[src/rtl/knn_win_scan_pkg.sv]
// knn_pkg: shared FSM state type, coordinate type and default geometry
// for the KNN window scanner and the compare engine it feeds.
package knn_pkg;

    localparam int KNN_COORD_W = 10;
    localparam int KNN_IMG_W   = 640;
    localparam int KNN_IMG_H   = 480;

    typedef logic [KNN_COORD_W-1:0] coord_t;

    typedef enum logic [1:0] {
        IDLE,
        LOAD,
        ISSUE,
        DONE
    } scan_state_t;

endpackage

[src/rtl/knn_win_scan_if.sv]
// knn_win_scan_if: point stream from the window scanner (master) to the
// dictionary-compare engine (slave), valid/ready handshake.
interface knn_win_scan_if import knn_pkg::*; #(
    parameter int COORD_W = KNN_COORD_W
);

    logic               pt_valid;
    logic               pt_ready;
    logic [COORD_W-1:0] pt_x;
    logic [COORD_W-1:0] pt_y;
    logic               pt_first;
    logic               pt_last;

    modport master (
        output pt_valid, pt_x, pt_y, pt_first, pt_last,
        input  pt_ready
    );

    modport slave (
        input  pt_valid, pt_x, pt_y, pt_first, pt_last,
        output pt_ready
    );

endinterface

[src/rtl/knn_win_scan_origin_calc.sv]
// knn_origin_calc: box centre and window origin, purely combinational.
// Build option: define KNN_CLAMP_EN to keep the whole window inside the
// image; otherwise the origin is the raw modulo-2^COORD_W difference.
module knn_origin_calc import knn_pkg::*; #(
    parameter int COORD_W = KNN_COORD_W,
    parameter int WIN_W   = 8,
    parameter int WIN_H   = 8,
    parameter int IMG_W   = KNN_IMG_W,
    parameter int IMG_H   = KNN_IMG_H
) (
    input  logic [COORD_W-1:0] lu_x,
    input  logic [COORD_W-1:0] lu_y,
    input  logic [COORD_W-1:0] rd_x,
    input  logic [COORD_W-1:0] rd_y,
    output logic [COORD_W-1:0] ox,
    output logic [COORD_W-1:0] oy
);

`ifdef KNN_CLAMP_EN
    localparam bit CLAMP_EN = 1'b1;
`else
    localparam bit CLAMP_EN = 1'b0;
`endif

    localparam logic [COORD_W:0] HALF_W = (COORD_W+1)'(WIN_W / 2);
    localparam logic [COORD_W:0] HALF_H = (COORD_W+1)'(WIN_H / 2);
    localparam logic [COORD_W:0] MAX_OX = (COORD_W+1)'(IMG_W - WIN_W);
    localparam logic [COORD_W:0] MAX_OY = (COORD_W+1)'(IMG_H - WIN_H);

    logic [COORD_W:0] sum_x;
    logic [COORD_W:0] sum_y;
    logic [COORD_W:0] cx;
    logic [COORD_W:0] cy;

    // Centre minus half window; the clamp compares on the unsigned centre
    // so a would-be negative origin is caught before it wraps.
    function automatic logic [COORD_W-1:0] place(
        input logic [COORD_W:0] c,
        input logic [COORD_W:0] half,
        input logic [COORD_W:0] max_o
    );
        logic [COORD_W:0] d;
        d = c - half;
        if (!CLAMP_EN) return d[COORD_W-1:0];
        if (c < half)  return '0;
        if (d > max_o) return max_o[COORD_W-1:0];
        return d[COORD_W-1:0];
    endfunction

    // Centre at COORD_W+1 bits so the sum never overflows, then origin.
    always_comb begin
        sum_x = {1'b0, lu_x} + {1'b0, rd_x};
        sum_y = {1'b0, lu_y} + {1'b0, rd_y};
        cx    = sum_x >> 1;
        cy    = sum_y >> 1;
        ox    = place(cx, HALF_W, MAX_OX);
        oy    = place(cy, HALF_H, MAX_OY);
    end

endmodule

[src/rtl/knn_win_scan.sv]
// knn_win_scan: on a knn_en rising edge, latch a window origin around the
// box centre and stream WIN_W x WIN_H points in raster order over a
// valid/ready interface, with abort and first/last markers.
// Build option: KNN_CLAMP_EN (see knn_origin_calc).
module knn_win_scan import knn_pkg::*; #(
    parameter int COORD_W = KNN_COORD_W,
    parameter int WIN_W   = 8,
    parameter int WIN_H   = 8,
    parameter int IMG_W   = KNN_IMG_W,
    parameter int IMG_H   = KNN_IMG_H
) (
    input  logic               clk_en,
    input  logic               reset_n,
    input  logic               knn_en,
    input  logic               abort,
    input  logic [COORD_W-1:0] pos_lu_x,
    input  logic [COORD_W-1:0] pos_lu_y,
    input  logic [COORD_W-1:0] pos_rd_x,
    input  logic [COORD_W-1:0] pos_rd_y,
    knn_win_scan_if.master     pt,
    output logic               busy,
    output logic               knn_fin
);

    localparam logic [COORD_W-1:0] LAST_COL = COORD_W'(WIN_W - 1);
    localparam logic [COORD_W-1:0] LAST_ROW = COORD_W'(WIN_H - 1);
    localparam logic [COORD_W-1:0] ONE      = COORD_W'(1);

    scan_state_t        state;
    logic               knn_en_q;
    logic [COORD_W-1:0] ox;
    logic [COORD_W-1:0] oy;
    logic [COORD_W-1:0] col;
    logic [COORD_W-1:0] row;
    logic [COORD_W-1:0] org_x;
    logic [COORD_W-1:0] org_y;
    logic [COORD_W-1:0] col_nxt;
    logic [COORD_W-1:0] row_nxt;
    logic               start;
    logic               accept;
    logic               at_row_end;

    knn_origin_calc #(
        .COORD_W (COORD_W),
        .WIN_W   (WIN_W),
        .WIN_H   (WIN_H),
        .IMG_W   (IMG_W),
        .IMG_H   (IMG_H)
    ) u_origin (
        .lu_x (pos_lu_x),
        .lu_y (pos_lu_y),
        .rd_x (pos_rd_x),
        .rd_y (pos_rd_y),
        .ox   (org_x),
        .oy   (org_y)
    );

    // Edge detect, handshake and the raster step to the next point.
    always_comb begin
        start      = knn_en & ~knn_en_q;
        accept     = pt.pt_valid & pt.pt_ready;
        at_row_end = (col == LAST_COL);
        col_nxt    = at_row_end ? '0 : col + ONE;
        row_nxt    = at_row_end ? row + ONE : row;
    end

    // Scan FSM; point outputs are registered one step ahead from col_nxt/
    // row_nxt so they change only on an accepted handshake.
    always_ff @(posedge clk_en) begin
        if (!reset_n) begin
            state       <= IDLE;
            knn_en_q    <= 1'b0;
            ox          <= '0;
            oy          <= '0;
            col         <= '0;
            row         <= '0;
            pt.pt_valid <= 1'b0;
            pt.pt_x     <= '0;
            pt.pt_y     <= '0;
            pt.pt_first <= 1'b0;
            pt.pt_last  <= 1'b0;
            busy        <= 1'b0;
            knn_fin     <= 1'b0;
        end else begin
            knn_en_q <= knn_en;
            knn_fin  <= 1'b0;
            case (state)
                IDLE: begin
                    if (start) begin
                        state <= LOAD;
                        busy  <= 1'b1;
                    end
                end
                LOAD: begin
                    if (abort) begin
                        state <= IDLE;
                        busy  <= 1'b0;
                    end else begin
                        ox          <= org_x;
                        oy          <= org_y;
                        col         <= '0;
                        row         <= '0;
                        pt.pt_x     <= org_x;
                        pt.pt_y     <= org_y;
                        pt.pt_first <= 1'b1;
                        pt.pt_last  <= (LAST_COL == '0) && (LAST_ROW == '0);
                        pt.pt_valid <= 1'b1;
                        state       <= ISSUE;
                    end
                end
                ISSUE: begin
                    if (abort) begin
                        state       <= IDLE;
                        busy        <= 1'b0;
                        pt.pt_valid <= 1'b0;
                        pt.pt_first <= 1'b0;
                        pt.pt_last  <= 1'b0;
                    end else if (accept) begin
                        if (pt.pt_last) begin
                            state       <= DONE;
                            busy        <= 1'b0;
                            knn_fin     <= 1'b1;
                            pt.pt_valid <= 1'b0;
                            pt.pt_first <= 1'b0;
                            pt.pt_last  <= 1'b0;
                        end else begin
                            col         <= col_nxt;
                            row         <= row_nxt;
                            pt.pt_x     <= ox + col_nxt;
                            pt.pt_y     <= oy + row_nxt;
                            pt.pt_first <= 1'b0;
                            pt.pt_last  <= (col_nxt == LAST_COL) && (row_nxt == LAST_ROW);
                        end
                    end
                end
                DONE: begin
                    state <= IDLE;
                end
                default: begin
                    state <= IDLE;
                end
            endcase
        end
    end

endmodule
[src/flat_wrapper.sv]
// flat-port wrapper written by rule: the top's interface ports become plain ports
module knn_win_scan_flat import knn_pkg::*;
#(
    parameter int COORD_W = KNN_COORD_W,
    parameter int WIN_W   = 8,
    parameter int WIN_H   = 8,
    parameter int IMG_W   = KNN_IMG_W,
    parameter int IMG_H   = KNN_IMG_H
)
  (clk_en, reset_n, knn_en, abort, pos_lu_x, pos_lu_y, pos_rd_x, pos_rd_y, busy, knn_fin, pt_pt_valid, pt_pt_x, pt_pt_y, pt_pt_first, pt_pt_last, pt_pt_ready);
  knn_win_scan_if #(.COORD_W(COORD_W)) pt_i ();
  input  logic clk_en;
  input  logic reset_n;
  input  logic knn_en;
  input  logic abort;
  input  logic [COORD_W-1:0] pos_lu_x;
  input  logic [COORD_W-1:0] pos_lu_y;
  input  logic [COORD_W-1:0] pos_rd_x;
  input  logic [COORD_W-1:0] pos_rd_y;
  output logic busy;
  output logic knn_fin;
  output wire logic [$bits(pt_i.pt_valid)-1:0] pt_pt_valid;
  output wire logic [$bits(pt_i.pt_x)-1:0] pt_pt_x;
  output wire logic [$bits(pt_i.pt_y)-1:0] pt_pt_y;
  output wire logic [$bits(pt_i.pt_first)-1:0] pt_pt_first;
  output wire logic [$bits(pt_i.pt_last)-1:0] pt_pt_last;
  input wire logic [$bits(pt_i.pt_ready)-1:0] pt_pt_ready;
  assign pt_pt_valid = pt_i.pt_valid;
  assign pt_pt_x = pt_i.pt_x;
  assign pt_pt_y = pt_i.pt_y;
  assign pt_pt_first = pt_i.pt_first;
  assign pt_pt_last = pt_i.pt_last;
  assign pt_i.pt_ready = pt_pt_ready;
  knn_win_scan #(.COORD_W(COORD_W), .WIN_W(WIN_W), .WIN_H(WIN_H), .IMG_W(IMG_W), .IMG_H(IMG_H)) u_core (.clk_en(clk_en), .reset_n(reset_n), .knn_en(knn_en), .abort(abort), .pos_lu_x(pos_lu_x), .pos_lu_y(pos_lu_y), .pos_rd_x(pos_rd_x), .pos_rd_y(pos_rd_y), .pt(pt_i), .busy(busy), .knn_fin(knn_fin));
endmodule
[config.mk]
export PLATFORM = sky130hd
export DESIGN_NAME = knn_win_scan_flat
export DESIGN_NICKNAME = d
export VERILOG_FILES = /design/src/rtl/knn_win_scan_pkg.sv /design/src/rtl/knn_win_scan_if.sv /design/src/rtl/knn_win_scan_origin_calc.sv /design/src/rtl/knn_win_scan.sv /design/src/flat_wrapper.sv
export SDC_FILE = /design/constraint.sdc
export NUM_CORES = 1
export LEC_CHECK = 0
export ABC_AREA = 1
export CELL_PAD_IN_SITES_DETAIL_PLACEMENT = 1
export CELL_PAD_IN_SITES_GLOBAL_PLACEMENT = 1
export CORE_MARGIN = 8
export CORE_UTILIZATION = 36
export DETAILED_ROUTE_END_ITERATION = 12
export PLACE_DENSITY_LB_ADDON = 0.2
export SLEW_MARGIN = 5
export SYNTH_ARGS = -nofsm -noshare
export SYNTH_HDL_FRONTEND = slang
export SYNTH_SLANG_ARGS = --single-unit
[constraint.sdc]
create_clock -name clk_en -period 2.6 [get_ports clk_en]
set_clock_uncertainty 0.2 [all_clocks]
set_input_delay 0.39 -clock clk_en [delete_from_list [all_inputs] [get_ports clk_en]]
set_output_delay 0.39 -clock clk_en [all_outputs]
set_load 0.03 [all_outputs]
==> results.md, run 1 <==
- DR iter-0 viols: 404
- Post-synth ARST share: 0
- CP Cell Sequence: inv_2 -> nand4_1 -> buf_4 -> nor3_4 -> buf_6 -> buf_8 -> nand2_2 -> o21ai_2 -> inv_2 -> ha_4 -> nand2_1 -> nand2_1 -> nand3_1 -> nand3_2 -> and2_1 -> o21ai_2 -> inv_1 -> a21oi_1
- Hold Path Class: reg -> reg
- Cell area after synthesis: 5570 um^2
- First-pass GRT wire length: 34100 um
- Area Growth Syn to Fin: 56.0%
- Buffers & Inverters on Critical Path: 6
- Area taken by multi-input logic gates: 4410 um^2
- HPWL after DPL: 14900 um
- Cts hold-fix bufs: 0
- H-tree levels: 3
- FF/Latch Area: 1380 um^2
- Crit path max-delay cell type: dfxtp_2
- Commonest non-fill, non-tap cell in the layout: nand2_1
- Ports: 70
- Total GRT Usage: 0.212
- Setup slack after layout: -360 ps
- Antenna fix cells: 0
- DP Worst Slack: -294 ps
- Clk_lat worst skew: 340 ps
- PD cells: 458 nW/um^2
- Max cap viols: 0
- Vias in the first global route: 7021
- Clk root buf: clkbuf_16
- Seq/Total Area, Yosys: 0.244
- DRT Pass-1 Iters: 4
- Worst path required time: 2660 ps
- Core Area: 15100 um^2
- GRT overflow: 0
- DR DRC count: 0
- Startpoint types: register
- Clock slew at reported path FFs: 60 ps
- Initial antenna violation count: 0
- CTS tree: done
- Crit Path Max Fanout: 7
- Via count: 6751
- Rel. slew slack: 0.744
- Worst VDD drop: 0.000276 V
- Initial Util: 0.368
- Die Area: 19700 um^2
- Worst Hold Path EP: u_core.pt.pt_first
- Synth unique cells: 46
- Worst reg-to-reg path cell count: 18
- PnR Total Power: 3.98 mW
- Predominant post-synthesis flop cell: dfxtp_1
- Outcome: finished, violations left
- Leak pwr: 4.13 nW
- Num CTS Buffers: 9
- Crit path kind: reg -> reg
- Fin crit period: 2960 ps
- Achievable Freq: 0.338 GHz
- Routed Antenna Nets: 0
- GP Congestion: 0.836
- RSZ-0062 raised after global routing: true
- # clock sinks: 68
- R2r startpoint: u_core.col[5]
- Die H: 140 um
- Final setup violation count: 12
- Final net count: 1176
- Worst flop-to-flop path endpoint: u_core.pt.pt_y[8]
- Ratio of cells with drive above 1 in the final layout: 0.332
- Post-Syn Area per Cell: 6.34 um^2
- Routed len/inst: 19.1 um
- Register bit total from synthesis: 68
- Port Buffers: 69
- Drt total wl: 24300 um
- Final period util: 1.14
- CP peak stage delay: 330 ps
- Hold Path Stages: 2
- Fillers: 1906
- Reg2reg setup slack: -360 ps
- Yosys Warn Count: 0
- Min-delay src: u_core.pt.pt_first
- Slew of the pin with the lowest slew margin: 382 ps
- Largest net degree at the start of global routing: 37
- Hold Fails Final Rpt: 0
- Syn_nets: 972
- Delay-heaviest family, CP: simple AND/OR/NAND/NOR gates
- Crit path DAT: 3020 ps
- CTS max path bufs: 2
- Most frequent cells in the layout: nand2_1 (222), buf_4 (131), inv_1 (110), clkdlybuf4s50_1 (67), dfxtp_1 (60)
- Failing checks: setup timing
- Synth Instances: 878
- Core Rows: 45
- Crit. End Element: register
- Routed vias/inst: 5.29
- Die X: 140 um
- Max Slew Vio Count: 0
- Count of flip-flops with a built-in enable after synthesis: 0
==> worst reg2reg max path, stage by stage, from the launching register on <==
cell	delay, ps
dfxtp_2	330
inv_2	50
nand4_1	140
buf_4	180
nor3_4	240
buf_6	150
buf_8	120
nand2_2	70
o21ai_2	90
inv_2	80
ha_4	250
nand2_1	80
nand2_1	90
nand3_1	120
nand3_2	120
and2_1	200
o21ai_2	170
inv_1	70
a21oi_1	140
==> registers in the layout, indices dropped and copies added, names as in the netlist <==
name,count
u_core.pt.pt_last,1
u_core.state,2
u_core.row,10
u_core.knn_fin,1
u_core.pt.pt_y,10
u_core.ox,10
u_core.pt.pt_valid,1
u_core.busy,1
u_core.pt.pt_first,1
u_core.pt.pt_x,10
u_core.knn_en_q,1
u_core.col,10
u_core.oy,10
==> stage by stage <==
| step | utilization | area [um^2] | hold slack (ps) | cells | setup TNS, ps |
|---|---|---|---|---|---|
| after detailed placement | 0.485 | 7340 | 264 | 1235 | -4410 |
| after floorplan | - | 5600 | 258 | 878 | 0 |
| final | 0.574 | 8690 | 277 | 1275 | -2540 |
| after CTS | 0.536 | 8120 | 275 | 1261 | -500 |
| after global routing | 0.574 | 8690 | 307 | 1275 | -4070 |
| after global placement | 0.485 | 7340 | 254 | 1235 | -3230 |
==> layout make-up <==
cell class	instances	area share
clock inverters	3	0.00504
repair buffers	212	0.211
inverters	138	0.0602
clock buffers	13	0.0300
multi-input cells	653	0.508
well taps	188	0.0271
flip-flops and latches	68	0.159
==> routing by layer <==
metal,part of all wire,global-route usage,up-vias
met4,0.034,0.0743,0
li1,-,-,3232
met3,0.044,0.0353,58
met5,0,0,-
met2,0.52,0.389,184
met1,0.40,0.243,3277
==> how the worst max path moves through the flow <==
stage,end,start,cells past startpoint
finish,u_core.pt.pt_y[8],u_core.col[5],18
CTS,u_core.pt.pt_y[6],u_core.col[0],18
global placement,u_core.pt.pt_y[7],u_core.col[7],16
global route,u_core.pt.pt_y[8],u_core.col[5],18
floorplan,u_core.pt.pt_y[6],u_core.col[6],18
detailed placement,u_core.pt.pt_y[8],u_core.col[5],18
==> cells in the mapped netlist, types with 2 or more instances <==
cell type,count,area share
a21oi_1,56,0.050
nand2_2,7,0.0079
nand3b_1,4,0.0054
nand3_2,3,0.0054
a31oi_1,7,0.0079
o221ai_1,3,0.0047
nand4_1,13,0.015
a21oi_2,3,0.0047
o21ai_0,36,0.032
nand3_1,65,0.058
buf_4,2,0.0027
nor2_1,69,0.047
a221oi_1,2,0.0031
nand2_4,4,0.0081
xnor2_1,7,0.011
o21bai_1,3,0.0040
inv_2,6,0.0040
a22oi_1,2,0.0027
inv_1,132,0.089
xor2_1,15,0.024
o21a_1,2,0.0027
o21ai_2,3,0.0047
fa_1,4,0.014
nand2_1,257,0.17
buf_6,2,0.0040
or2_2,5,0.0056
o211ai_1,6,0.0081
a21o_1,2,0.0027
nor2_2,6,0.0067
buf_2,5,0.0045
o21ai_1,2,0.0018
nor2_4,4,0.0081
clkbuf_1,10,0.0067
ha_1,45,0.10
dfxtp_1,68,0.24
nor3_1,8,0.0072
==> power by group <==
part	total, mW	switching, mW	internal (mW)
combinational	1.45	0.830	0.618
clock	1.31	0.513	0.798
sequential	1.22	0.0881	1.13
total	3.98	1.43	2.54
==> cell families after synthesis <==
family	count (synthesis)	synth area share
AO/OA/AOI/OAI	131	0.137
buffers and inverters	157	0.111
AND/OR/NAND/NOR	450	0.355
adder cells (fa/ha/maj)	49	0.115
flip-flops	68	0.244
XOR/XNOR	23	0.0375
==> repair_timing <==
action                                  CTS  global route
setup buffers                            10            15
resized for setup                       100           114
endpoints found under the setup margin   13            24
pin swaps                                43            64
Power figures use the tool's default switching activity.
==> run 2, diff against run 1 <==
--- a/config.mk
+++ b/config.mk
@@ -5,11 +5,10 @@
 export SDC_FILE = /design/constraint.sdc
 export NUM_CORES = 1
 export LEC_CHECK = 0
-export ABC_AREA = 1
 export CELL_PAD_IN_SITES_DETAIL_PLACEMENT = 1
 export CELL_PAD_IN_SITES_GLOBAL_PLACEMENT = 1
 export CORE_MARGIN = 8
-export CORE_UTILIZATION = 36
+export CORE_UTILIZATION = 37
 export DETAILED_ROUTE_END_ITERATION = 12
 export PLACE_DENSITY_LB_ADDON = 0.2
 export SLEW_MARGIN = 5
==> results.md, run 2 <==
- Buffers & Inverters on Critical Path: 3
- Routed len/inst: 25.8 um
- Crit path kind: reg -> reg
- Core Area: 13100 um^2
- HPWL after DPL: 13900 um
- Routed Antenna Nets: 0
- CP peak stage delay: 400 ps
- Crit Path Max Fanout: 4
- Area taken by multi-input logic gates: 4340 um^2
- Syn_nets: 704
- Port Buffers: 69
- PD cells: 506 nW/um^2
- FF/Latch Area: 1370 um^2
- DP Worst Slack: -853 ps
- Yosys top cell by area: dfxtp_1
- Hold_ws: 318 ps
- Predominant post-synthesis flop cell: dfxtp_1
- Die Area: 17200 um^2
- # clock sinks: 68
- Clock slew at reported path FFs: 60 ps
- Synth unique cells: 64
- Vias in the first global route: 6416
- Area Growth Syn to Fin: 71.9%
- Hold Path Stages: 2
- Failing checks: setup timing
- Max Slew Vio Count: 0
- Final period util: 1.31
- Seq/Total Area, Yosys: 0.278
- Antenna fix cells: 0
- Via count: 6208
- RSZ-0062 raised after global routing: true
- Largest net degree at the start of global routing: 25
- Cts hold-fix bufs: 0
- Drt total wl: 26500 um
- Leak pwr: 3.62 nW
- Final Util: 0.642
- Worst reg-to-reg path cell count: 15
- Critical Path Stages: 15
- CTS max path bufs: 2
- Cell area after synthesis: 4890 um^2
- Most frequent cells in the layout: buf_4 (167), nor2_1 (78), dfxtp_1 (64), clkdlybuf4s50_1 (49), nand2_1 (37)
- Crit. End Element: register
- Fillers: 1441
- DRT Pass-1 Iters: 5
- Crit path DAT: 3410 ps
- Top-count cell post-synth: nor2_1
- Worst path required time: 2620 ps
- Die X: 131 um
- Reg2reg setup slack: -790 ps
- Delay-heaviest family, CP: simple AND/OR/NAND/NOR gates
- Routed vias/inst: 6.06
- Synth Instances: 610
- Setup slack after layout: -794 ps
- DR DRC count: 0
- Ports: 70
- Core Rows: 42
- Ratio of cells with drive above 1 in the final layout: 0.426
- Startpoint types: register
- Commonest non-fill, non-tap cell in the layout: buf_4
- Synth area leaders: dfxtp_1 (28%), ha_1 (12%), nor2_1 (6.4%)
- Outcome: finished, violations left
- Register bit total from synthesis: 68
- Fin crit period: 3390 ps
- Slew of the pin with the lowest slew margin: 580 ps
- Area share of the largest cell type after synthesis: 0.278
- Most used cell, CP: buf_4
- Hold Path Class: reg -> reg
- CP Cell Sequence: nor4_4 -> and3_4 -> nand2_1 -> nand2_2 -> buf_4 -> inv_1 -> fa_2 -> o21ai_2 -> a21oi_2 -> o21bai_1 -> a21o_1 -> buf_4 -> xor2_1 -> a221oi_2 -> nor2_1
- Post-Syn Area per Cell: 8.02 um^2
- Post-synth ARST share: 0
- Die H: 131 um
- CTS tree: done
- DR iter-0 viols: 520
- Final setup violation count: 24
- Hold Fails Final Rpt: 0
- Worst VDD drop: 0.000342 V
- H-tree levels: 3
- GP Congestion: 0.879
- Clk root buf: clkbuf_16
- Initial antenna violation count: 0
- Max cap viols: 0
- Non-filler cells, final: 1024
- First-pass GRT wire length: 33600 um
- Total GRT Usage: 0.252
- Yosys Warn Count: 0
- GRT overflow: 0
- Placed cells: 976
- Commonest cells post-synth: nor2_1 (84), dfxtp_1 (68), ha_1 (45)
- Rel. slew slack: 0.613
- Initial Util: 0.374
- Clk_lat worst skew: 350 ps
- Achievable Freq: 0.295 GHz
- Crit path max-delay cell type: fa_2
- Count of flip-flops with a built-in enable after synthesis: 0
- Final net count: 939
- Num CTS Buffers: 9
-- run 2: cell types whose count changed after synthesis, sizes merged, moves of 12 or more --
cell and change:
nand2 -226, inv -118, nand3 -49, nor3 +19
xnor2 +18, a22oi +16, a211oi +15, a21oi -15
clkbuf +14, xor2 +13, o21ai -12
-- run 2: routing by layer --
metal | global-route usage | vias to the layer above | wire (um)
met4 | 0.0986 | 0 | 1380
met2 | 0.463 | 324 | 13500
met5 | 0 | - | 0
li1 | - | 2657 | -
met3 | 0.0345 | 121 | 1630
met1 | 0.288 | 3106 | 9950
-- run 2: logic make-up after synthesis --
kind of cell / count (synthesis) / share of synthesized area
AND/OR/NAND/NOR: 237 / 0.243
flip-flops: 68 / 0.278
multiplexers: 3 / 0.00614
adder cells (fa/ha/maj): 49 / 0.132
XOR/XNOR: 55 / 0.101
buffers and inverters: 46 / 0.0371
AO/OA/AOI/OAI: 152 / 0.203
-- run 2: area by class of cell --
class                           instances  area share
Timing Repair Buffer                  250       0.249
Multi-Input combinational cell        496       0.517
Tap cell                              176      0.0262
Clock buffer                           13      0.0333
Sequential cell                        68       0.163
Inverter                               20     0.00893
Clock inverter                          1     0.00357
-- run 2: through the flow --
stage | cell area [um^2] | power, mW | setup TNS (ps)
6_report | 8410 | 4.25 | -9230
5_1_grt | 8410 | 4.36 | -11530
4_1_cts | 7850 | 3.94 | -5530
3_5_place_dp | 6980 | 2.54 | -17840
3_3_place_gp | 6980 | 2.48 | -15040
2_1_floorplan | 5030 | 1.89 | -2470
-- run 2: report_power, final --
| part | switching, mW | leakage, nW | internal (mW) |
|---|---|---|---|
| Clock | 0.504 | 0.154 | 0.838 |
| Sequential | 0.0840 | 0.556 | 1.13 |
| Combinational | 0.917 | 2.91 | 0.781 |
-- run 2: final timing paths --
| kind | from | endpoint |
|---|---|---|
| max reg2reg | u_core.col[8] | u_core.pt.pt_y[6] |
| min reg2reg | u_core.pt.pt_first | u_core.pt.pt_first |
| max | u_core.col[8] | u_core.pt.pt_y[6] |
| min | u_core.pt.pt_first | u_core.pt.pt_first |
-- run 2: repair_timing --
action,in CTS,in global routing
pin swaps,74,87
resized for setup,120,90
setup endpoints to repair,30,33
buffers inserted,23,18
-- run 2: worst reg2reg max path: cells and delay by family (launching register included) --
family	cells	cell delay, ps
xor gates and xnor gates	1	70
buffers and inverters	3	340
DFF	1	340
and+or+nand+nor	5	1020
adders and majority gates	1	400
AOI/OAI and AO/OA	5	880
==> run 3, diff against run 2 <==
--- a/config.mk
+++ b/config.mk
@@ -5,6 +5,7 @@
 export SDC_FILE = /design/constraint.sdc
 export NUM_CORES = 1
 export LEC_CHECK = 0
+export CAP_MARGIN = 0
 export CELL_PAD_IN_SITES_DETAIL_PLACEMENT = 1
 export CELL_PAD_IN_SITES_GLOBAL_PLACEMENT = 1
 export CORE_MARGIN = 8
==> results of run 3 <==
Final layout, timing and power as in run 2 (identical DEF).
